**src/rtl/udp_tx_fifo_ctrl.sv**
```systemverilog
// udp_tx_fifo_ctrl: packet sequencer around the 8-bit sync UDP TX FIFO
// Ports: in_* byte stream from packetiser; fifo_* FIFO write/read control;
//        tx_req/tx_len/tx_ack packet offer to the UDP engine; out_* byte stream out;
//        trunc_err pulses on an oversize packet; pkt_cnt counts packets fully streamed.
// Optional: define UDP_TX_PAD_EN to pad short packets with 0x00 bytes up to MIN_LEN.
module udp_tx_fifo_ctrl #(
  parameter int ADDR_WIDTH = 7,
  parameter int RD_LAT = 2,
  parameter int MAX_PKT = 96,
  parameter int LQ_DEPTH = 4,
  parameter int MIN_LEN = 18
) (
  input  logic        clk,
  input  logic        rst_n,
  input  logic [7:0]  in_data,
  input  logic        in_valid,
  input  logic        in_last,
  output logic        in_ready,
  output logic [7:0]  fifo_wr_data,
  output logic        fifo_wr_en,
  input  logic        fifo_almost_full,
  output logic        fifo_rd_en,
  input  logic [7:0]  fifo_rd_data,
  input  logic        fifo_empty,
  output logic        tx_req,
  output logic [15:0] tx_len,
  input  logic        tx_ack,
  output logic [7:0]  out_data,
  output logic        out_valid,
  output logic        out_last,
  input  logic        out_ready,
  output logic        trunc_err,
  output logic [15:0] pkt_cnt
);
  localparam int SK = RD_LAT + 2;
  localparam int SW = $clog2(SK);
  localparam int CW = $clog2(SK + 1);
  localparam int LW = $clog2(LQ_DEPTH);
  localparam int QW = LW + 1;
  localparam logic [15:0] MAXL = 16'(MAX_PKT);
`ifdef UDP_TX_PAD_EN
  localparam logic [15:0] MINL = 16'(MIN_LEN);
`endif

  if (MAX_PKT >= 2 ** ADDR_WIDTH || MIN_LEN > 65535 || RD_LAT < 1) begin : g_param_check
    $error("udp_tx_fifo_ctrl: invalid parameters");
  end

  typedef enum logic {ACCEPT, DISCARD} wstate_t;
  typedef enum logic [1:0] {IDLE, OFFER, STREAM, DRAIN} rstate_t;

  wstate_t ws, ws_nx;
  rstate_t rs, rs_nx;
  logic live;
  logic [15:0] wcnt;
  logic [15:0] lq [LQ_DEPTH];
  logic [LW:0] lq_wp, lq_rp;
  logic lq_full, lq_empty;
  logic acc, at_max, push, trunc, pop;
  logic [15:0] head, head_len, rem, sent, total;
  logic [RD_LAT-1:0] pipe;
  logic [CW-1:0] outst, sk_cnt;
  logic [7:0] sk [SK];
  logic [SW-1:0] sk_wp, sk_rp;
  logic cap, want, pad, hs, sk_pop, done;

  assign lq_empty = lq_wp == lq_rp;
  assign lq_full = lq_wp[LW] != lq_rp[LW] && lq_wp[LW-1:0] == lq_rp[LW-1:0];

  // live holds in_ready low during and for the first edge after reset
  always_comb begin
    in_ready = live && (ws == DISCARD || (!fifo_almost_full && !lq_full));
    acc = in_valid && in_ready;
    fifo_wr_en = acc && ws == ACCEPT;
    fifo_wr_data = fifo_wr_en ? in_data : 8'h00;
    at_max = wcnt == MAXL - 16'd1;
    push = fifo_wr_en && (in_last || at_max);
    trunc = fifo_wr_en && at_max && !in_last;
    ws_nx = trunc ? DISCARD : (ws == DISCARD && acc && in_last) ? ACCEPT : ws;
  end

  always_comb begin
    head = lq[lq_rp[LW-1:0]];
`ifdef UDP_TX_PAD_EN
    head_len = head < MINL ? MINL : head;
`else
    head_len = head;
`endif
    tx_req = rs == OFFER;
    tx_len = tx_req ? head_len : 16'd0;
    pop = tx_req && tx_ack;
    cap = pipe[RD_LAT-1];
    // in-flight reads reserve skid slots so a capture always has room
    want = rs == STREAM && rem != 16'd0 && (outst + sk_cnt) < CW'(SK);
    fifo_rd_en = want && !fifo_empty;
`ifdef UDP_TX_PAD_EN
    // pad only once every real byte has left the skid
    pad = (rs == STREAM || rs == DRAIN) && rem == 16'd0 && outst == '0 && sk_cnt == '0 && sent < total;
`else
    pad = 1'b0;
`endif
    out_valid = sk_cnt != '0 || pad;
    out_data = sk_cnt != '0 ? sk[sk_rp] : 8'h00;
    out_last = out_valid && sent == total - 16'd1;
    hs = out_valid && out_ready;
    sk_pop = hs && sk_cnt != '0;
    done = hs && out_last;
    rs_nx = rs == IDLE ? (lq_empty ? IDLE : OFFER)
          : rs == OFFER ? (tx_ack ? STREAM : OFFER)
          : done ? IDLE
          : (rs == STREAM && rem == 16'd0) ? DRAIN : rs;
  end

  always_ff @(posedge clk) begin
    if (push) lq[lq_wp[LW-1:0]] <= wcnt + 16'd1;
    if (cap) sk[sk_wp] <= fifo_rd_data;
  end

  always_ff @(posedge clk or negedge rst_n) begin
    if (!rst_n) begin
      live <= 1'b0;
      ws <= ACCEPT;
      wcnt <= '0;
      trunc_err <= 1'b0;
      lq_wp <= '0;
      lq_rp <= '0;
      rs <= IDLE;
      rem <= '0;
      sent <= '0;
      total <= '0;
      pipe <= '0;
      outst <= '0;
      sk_cnt <= '0;
      sk_wp <= '0;
      sk_rp <= '0;
      pkt_cnt <= '0;
    end else begin
      live <= 1'b1;
      ws <= ws_nx;
      trunc_err <= trunc;
      wcnt <= push ? 16'd0 : wcnt + 16'(fifo_wr_en);
      lq_wp <= lq_wp + QW'(push);
      lq_rp <= lq_rp + QW'(pop);
      rs <= rs_nx;
      rem <= pop ? head : rem - 16'(fifo_rd_en);
      total <= pop ? head_len : total;
      sent <= pop ? 16'd0 : sent + 16'(hs);
      pipe <= RD_LAT'({pipe, fifo_rd_en});
      outst <= outst + CW'(fifo_rd_en) - CW'(cap);
      sk_cnt <= sk_cnt + CW'(cap) - CW'(sk_pop);
      sk_wp <= cap ? (sk_wp == SW'(SK - 1) ? '0 : sk_wp + 1'b1) : sk_wp;
      sk_rp <= sk_pop ? (sk_rp == SW'(SK - 1) ? '0 : sk_rp + 1'b1) : sk_rp;
      pkt_cnt <= pkt_cnt + 16'(done);
    end
  end

`ifndef SYNTHESIS
  always @(posedge clk)
    if (rst_n && want && fifo_empty) $error("udp_tx_fifo_ctrl: read held with FIFO empty");
`endif
endmodule

```
**config.mk**
```make
export PLATFORM = sky130hd
export DESIGN_NAME = udp_tx_fifo_ctrl
export DESIGN_NICKNAME = d
export VERILOG_FILES = /design/src/rtl/udp_tx_fifo_ctrl.sv
export SDC_FILE = /design/constraint.sdc
export NUM_CORES = 1
export LEC_CHECK = 0
export ABC_AREA = 1
export BUFFER_PORTS_ARGS = -buffer_cell sky130_fd_sc_hd__buf_2
export CORE_MARGIN = 1
export CORE_UTILIZATION = 58
export CTS_BUF_LIST = sky130_fd_sc_hd__clkbuf_8
export DETAILED_ROUTE_END_ITERATION = 6
export PLACE_DENSITY_LB_ADDON = 0.05
export SLEW_MARGIN = 10
export SYNTH_ARGS = -nofsm -noshare
export SYNTH_HDL_FRONTEND = slang
export SYNTH_SLANG_ARGS = --single-unit
```
**constraint.sdc**
```tcl
create_clock -name clk -period 9.6 [get_ports clk]
set_clock_uncertainty 0.2 [all_clocks]
set_input_delay 0.48 -clock clk [delete_from_list [all_inputs] [get_ports clk]]
set_output_delay 0.48 -clock clk [all_outputs]
set_load 0.005 [all_outputs]
```
Yosys cells after proc, flatten, opt, wreduce, memory -nomap -nowiden
Memory sizes are Yosys's and may differ from the RTL's.
Cells that the tools add are included.

storage, ports and cells
  input port bits = 24
  memory bits (writable) = 96
  memories kept = 2
  logic and storage cells = 95
  output and inout bits = 55
  flip-flop bits (word level) = 103

memories
  memory  words  width  read ports  clocked after Yosys merged registers in  wr ports  RTL line  source
  lq      4      16     1           0                                        1         56        logic [15:0] lq [LQ_DEPTH];
  sk      4      8      1           0                                        1         63        logic [7:0] sk [SK];

cells by class
  reduce and logical (&&, ||, !) cells = 31
  muxes and demuxes = 20
  eq/ne operators = 9
  order comparisons = 1
  bitwise operators = 1
  add/sub/neg operators = 15

operators by type and width
  operator                                                               number
  16-bit 2-to-1 mux                                                      4
  16-bit by 1-bit adder with 16-bit output                               3
  1-bit logical AND                                                      19
  16-bit by 1-bit adder with 16-bit output (second input constant)       1
  16-bit == test                                                         1
  16-bit by 7-bit == test with 1-bit output (second input constant)      1
  16-bit zero test                                                       1
  8-bit 2-to-1 mux                                                       2
  16-bit nonzero test                                                    1
  16-bit by 1-bit subtractor with 16-bit output                          1
  16-bit by 1-bit subtractor with 16-bit output (second input constant)  1
  2-bit 2-to-1 mux                                                       7
  3-bit by 1-bit adder with 3-bit output                                 4
  1-bit 2-to-1 mux                                                       7
  2-bit == test (second input constant)                                  3
  3-bit by 1-bit subtractor with 3-bit output                            2
  2-bit by 1-bit adder with 2-bit output (second input constant)         2
  1-bit zero test                                                        4
  4-bit nonzero test                                                     1
  3-bit adder                                                            1
  3-bit == test                                                          1
  3-bit less-than comparator (second input constant)                     1
  3-bit nonzero test                                                     1
  2-bit by 1-bit == test with 1-bit output (second input constant)       1
  other kinds (6)                                                        7

Depth between registers and ports, before layout
  depth after elaboration = 11
  gate-level depth with buffers = 26
  depth with buffers taken out = 26

Worst setup path before layout
OpenSTA, ideal clock, no wires.

  path type = register to register
  from = register total[0]
  to = register pkt_cnt[14]
  path slack = 6.435 ns
  arrival = 2.885 ns
  period minus slack after synthesis = 3.165 ns
  required time = 9.321 ns
  cell stages (with the launch flop) = 22
  library setup time = 0.079 ns
  buffers on the path = 0
  path through = dfrtp_1 inv_1 ha_1 nand2_1 nor2_4 nand3_1 nand2_1 inv_1 nor2_1 nand2_1 nor2_2 nand4_2 inv_1 ha_1 ha_1 nand3_1 nor3_2 nand3_1 nor3_2 nand3_1 nor3_1 xor2_1

between the ends
  word-level cells in the longest chain between the ends = 5

ends and longest elaborated chain
  element                                        RTL line  source
  from (decl)                                    60        logic [15:0] head, head_len, rem, sent, total;
  from (signal assigned)                         146       total <= pop ? head_len : total;
  16-bit by 1-bit subtractor with 16-bit output  104       out_last = out_valid && sent == total - 16'd1;
  16-bit == test                                 104
  1-bit logical AND                              104
  1-bit logical AND                              107       done = hs && out_last;
  16-bit by 1-bit adder with 16-bit output       153       pkt_cnt <= pkt_cnt + 16'(done);
  to (signal assigned)                           153
  to (decl)                                      33        output logic [15:0] pkt_cnt

Every way passes these cells.
A chain may end at the register's enable or synchronous reset.

Worst setup path after layout
  from = register lq_rp[1]
  to = memory lq[0][2], enable pin

between the ends
  word-level cells in the longest chain between the ends = 11

ends and longest elaborated chain
  element                                 RTL line  source
  from (decl)                             57        logic [LW:0] lq_wp, lq_rp;
  from (signal assigned)                  143       lq_rp <= lq_rp + QW'(pop);
  2-bit == test                           68        assign lq_full = lq_wp[LW] != lq_rp[LW] && lq_wp[LW-1:0] == lq_rp[LW-1:0];
  1-bit logical AND                       68
  1-bit zero test                         72        in_ready = live && (ws == DISCARD || (!fifo_almost_full && !lq_full));
  1-bit logical AND                       72
  1-bit logical OR                        72
  1-bit logical AND                       72
  1-bit logical AND                       73        acc = in_valid && in_ready;
  1-bit logical AND                       74        fifo_wr_en = acc && ws == ACCEPT;
  1-bit logical AND                       77        push = fifo_wr_en && (in_last || at_max);
  1-bit 2-to-1 mux                        115       if (push) lq[lq_wp[LW-1:0]] <= wcnt + 16'd1;
  1-bit 2-to-1 mux (implied by the code)  115
  to (decl)                               56

Every way passes these cells.

==> impl_metrics.yaml <==
synthesis:
  netlist_instances: 1020
  synth_compound_gate_area_share_pct: 7.91
  synthDistinctLibCells: 44
  yosysWarnings: 0
  synthAdderAreaFrac_pct: 3.53
  synthMuxAreaShare_pct: 0
  yosysSeqAreaShare_pct: 56.6
  syn-num-nets: 1070
  synth_top_family_by_area: "simple AND/OR/NAND/NOR gates"
  yosys.area_share.simple_pct: 19.7
  synth_area_per_cell_um2: 9.46
  syn_area_mm2: 0.00965
  synth_xor_area_share_pct: 5.72
  synth-seq-cells: 199
sta:
  hold_viol_final: 0
  drv_slew: 0
  post-route-min-period_ns: 3.96
  post-route-period-util_pct: 41.2
  slew_headroom_pct: 20.5
  rsz0062_at_grt: "no"
  worst_pin_slew_ns: 1.19
  fin_tns_setup_ns: 0
  fmax_ghz: 0.253
  finalSetupViolCount: 0
critical_path:
  worstReg2RegStart: "lq_rp[1]"
  crit_type: "reg2reg"
  crit_start: "lq_rp[1]"
  setup.worst_path.end_class: "flip-flop"
  crit_required_ns: 9.50
  critPathMaxFanout: 35
  arrival_ns: 3.86
  critical_path.startpoint_type: "flip-flop"
global_routing:
  overflow: 0
  grt_pass1_vias: 6311
  grt_pass1_wl_um: 31300
  track_usage_pct: 24.4
  grt_max_degree: 78
  antenna_found_initial: 0
cts:
  cts_buffers: 17
  cts-resized-gates: 0
  clk_path_buf_depth: 2
  clkLatencyLatePin_ns: 0.49
  cts_setup_buffers: 0
  clkSinkCount: 199
  h-tree-depth: 4
  clk_pin_slew_worst_paths_ns: 0.11
  root_buffer: "clkbuf_8"
  cts_tree: "done"
placement:
  port_buffers: 78
  globalplace.congestion: 0.886
  hpwl_um: 14000
finish:
  mostFrequentLayoutCell: "nand2_1"
  drive_above_1_share_pct: 13.7
  layout_common_cells: "nand2_1 (199), inv_1 (134), nor2_1 (127)"
  areaGrowthSynthToFinish_pct: 11.2
  final_util_pct: 66.8
  fin_nets: 1150
  n_antenna_cell: 0
floorplanning:
  fp.dieW_um: 131
  initial_core_util_pct: 60.1
  num_io_pins: 79
  rows: 46
  dieArea_mm2: 0.0172
  dieHeight_um: 131
  core_area_mm2: 0.0161
detailed_routing:
  drt-total-wl_um: 19800
  firstDrtPassIters: 6
  wl_per_cell_um: 14.9
  drc_errors: 0
  viasPerCell: 5.18
  via_count: 6888
  drt-initial-drc-count: 599
  antenna_left: 0
pwr:
  p_per_area_mw_per_mm2: 249
  seq_power_share_pct: 48.6
  peakVddDrop_mv: 0.148
  power.leakage_nw: 4.96
  power.net_switching_mw: 1.06
  p_int_mw: 1.61
  design_power_total_mw: 2.67
  clkPwrFrac_pct: 20.8
  p_comb_share_pct: 30.6
  swShare_pct: 39.7
job:
  drv_cap: 0
status:
  status: "complete, no violations"
min_path:
  hp-start: "fifo_rd_data[0]"
  hold_path_class: "in2reg"
==> Yosys cell counts (all sizes together) <==
cell | count | area, µm²
clkinv | 1 | 3.75
buf | 5 | 38.8
nor3b | 3 | 27.5
fa | 2 | 40.0
a22o | 1 | 8.76
nand2 | 202 | 771
xor2 | 50 | 438
nor4 | 3 | 18.8
clkbuf | 20 | 75.1
o21bai | 1 | 7.51
a31o | 1 | 8.76
conb | 1 | 3.75
a21boi | 1 | 11.3
inv | 137 | 514
or2 | 2 | 12.5
a21oi | 56 | 284
nand3 | 34 | 195
nand3b | 6 | 45.0
nor2 | 140 | 588
edfxtp | 96 | 2880
o21ai | 63 | 315
ha | 24 | 300
nor3 | 28 | 170
o211ai | 16 | 120
dfrtp | 103 | 2580
nand4 | 9 | 62.6
and2 | 1 | 8.76
o21a | 1 | 7.51
xnor2 | 13 | 114
==> cells by family after synthesis <==
logic type	Yosys count
fa+ha+maj	26
other cells	1
simple gates	428
buf+inv	163
compound gates	140
xor+xnor	63
flops	199
==> sequential cells by signal, indices dropped and copies added, names as in the netlist, 3 cells and up <==
name / flops
wcnt: 16
sk: 32
lq_wp: 3
rem: 16
pkt_cnt: 16
total: 16
sk_cnt: 3
sent: 16
lq: 64
outst: 3
lq_rp: 3
==> power by group through the flow <==
stage | sequential (mW) | combinational, mW | clock (mW)
after global placement | 1.31 | 0.789 | 0
after CTS | 1.29 | 0.819 | 0.563
after detailed placement | 1.31 | 0.810 | 0
after global routing | 1.32 | 0.957 | 0.596
final | 1.30 | 0.817 | 0.554
after floorplan | 1.21 | 0.680 | 0
==> cell type report <==
type | count | area (µm²)
multi-input combinational | 658 | 3590
tap | 216 | 270
inverter | 138 | 518
sequential | 199 | 5460
clock buffer | 17 | 234
timing repair buffer | 86 | 468
fill | 1261 | 5330
clock inverter | 15 | 185
==> layer usage <==
layer	vias to the layer above	wire, µm	part of all wire [%]	track usage [%]
met1	3201	9030	46	33.9
met2	200	9180	46	39.1
met5	-	0	0	0
met4	0	391	2.0	8.45
li1	3457	-	-	-
met3	30	1150	5.8	4.23
==> final timing paths <==
| path | slack [ns] | end | depth (start not counted) |
|---|---|---|---|
| setup / recovery | 5.64 | lq[0][2] | 10 |
| hold / removal | 0.02 | sk[0][0] | 1 |
| setup reg to reg | 5.64 | lq[0][2] | 10 |
| hold reg to reg | 0.16 | pipe[1] | 0 |
| max in group asynchronous | 7.60 | lq_rp[0] | 3 |
| min in group asynchronous | 0.24 | rem[12] | 2 |
==> stage by stage <==
| stage | instance area [µm²] | setup slack (ns) | hold slack, ns | instances |
|---|---|---|---|---|
| CTS | 10700 | 5.63 | 0.000244 | 1327 |
| global placement | 10200 | 5.77 | 0.132 | 1291 |
| finish | 10700 | 5.64 | 0.0165 | 1329 |
| detailed placement | 10200 | 5.63 | 0.136 | 1291 |
| floorplan | 9650 | 6.44 | -0.0156 | 1020 |
| global route | 10700 | 5.34 | 0.00118 | 1329 |
==> timing repair <==
action,in CTS,in global routing
endpoints found under the setup margin,0,0
hold buffers,4,2
endpoints found under the hold margin,35,4
==> critical path: stages, from the launching register on <==
cell	delay (ns)
dfrtp_1	1.08
or2_0	0.22
a21oi_2	0.07
nand2_1	0.08
nand2_1	0.06
a21boi_2	0.14
and2_4	0.17
nand2_4	0.09
nor2_4	0.35
inv_2	0.17
nor3_2	0.92
Note: power is estimated with default switching activity, not from simulation.
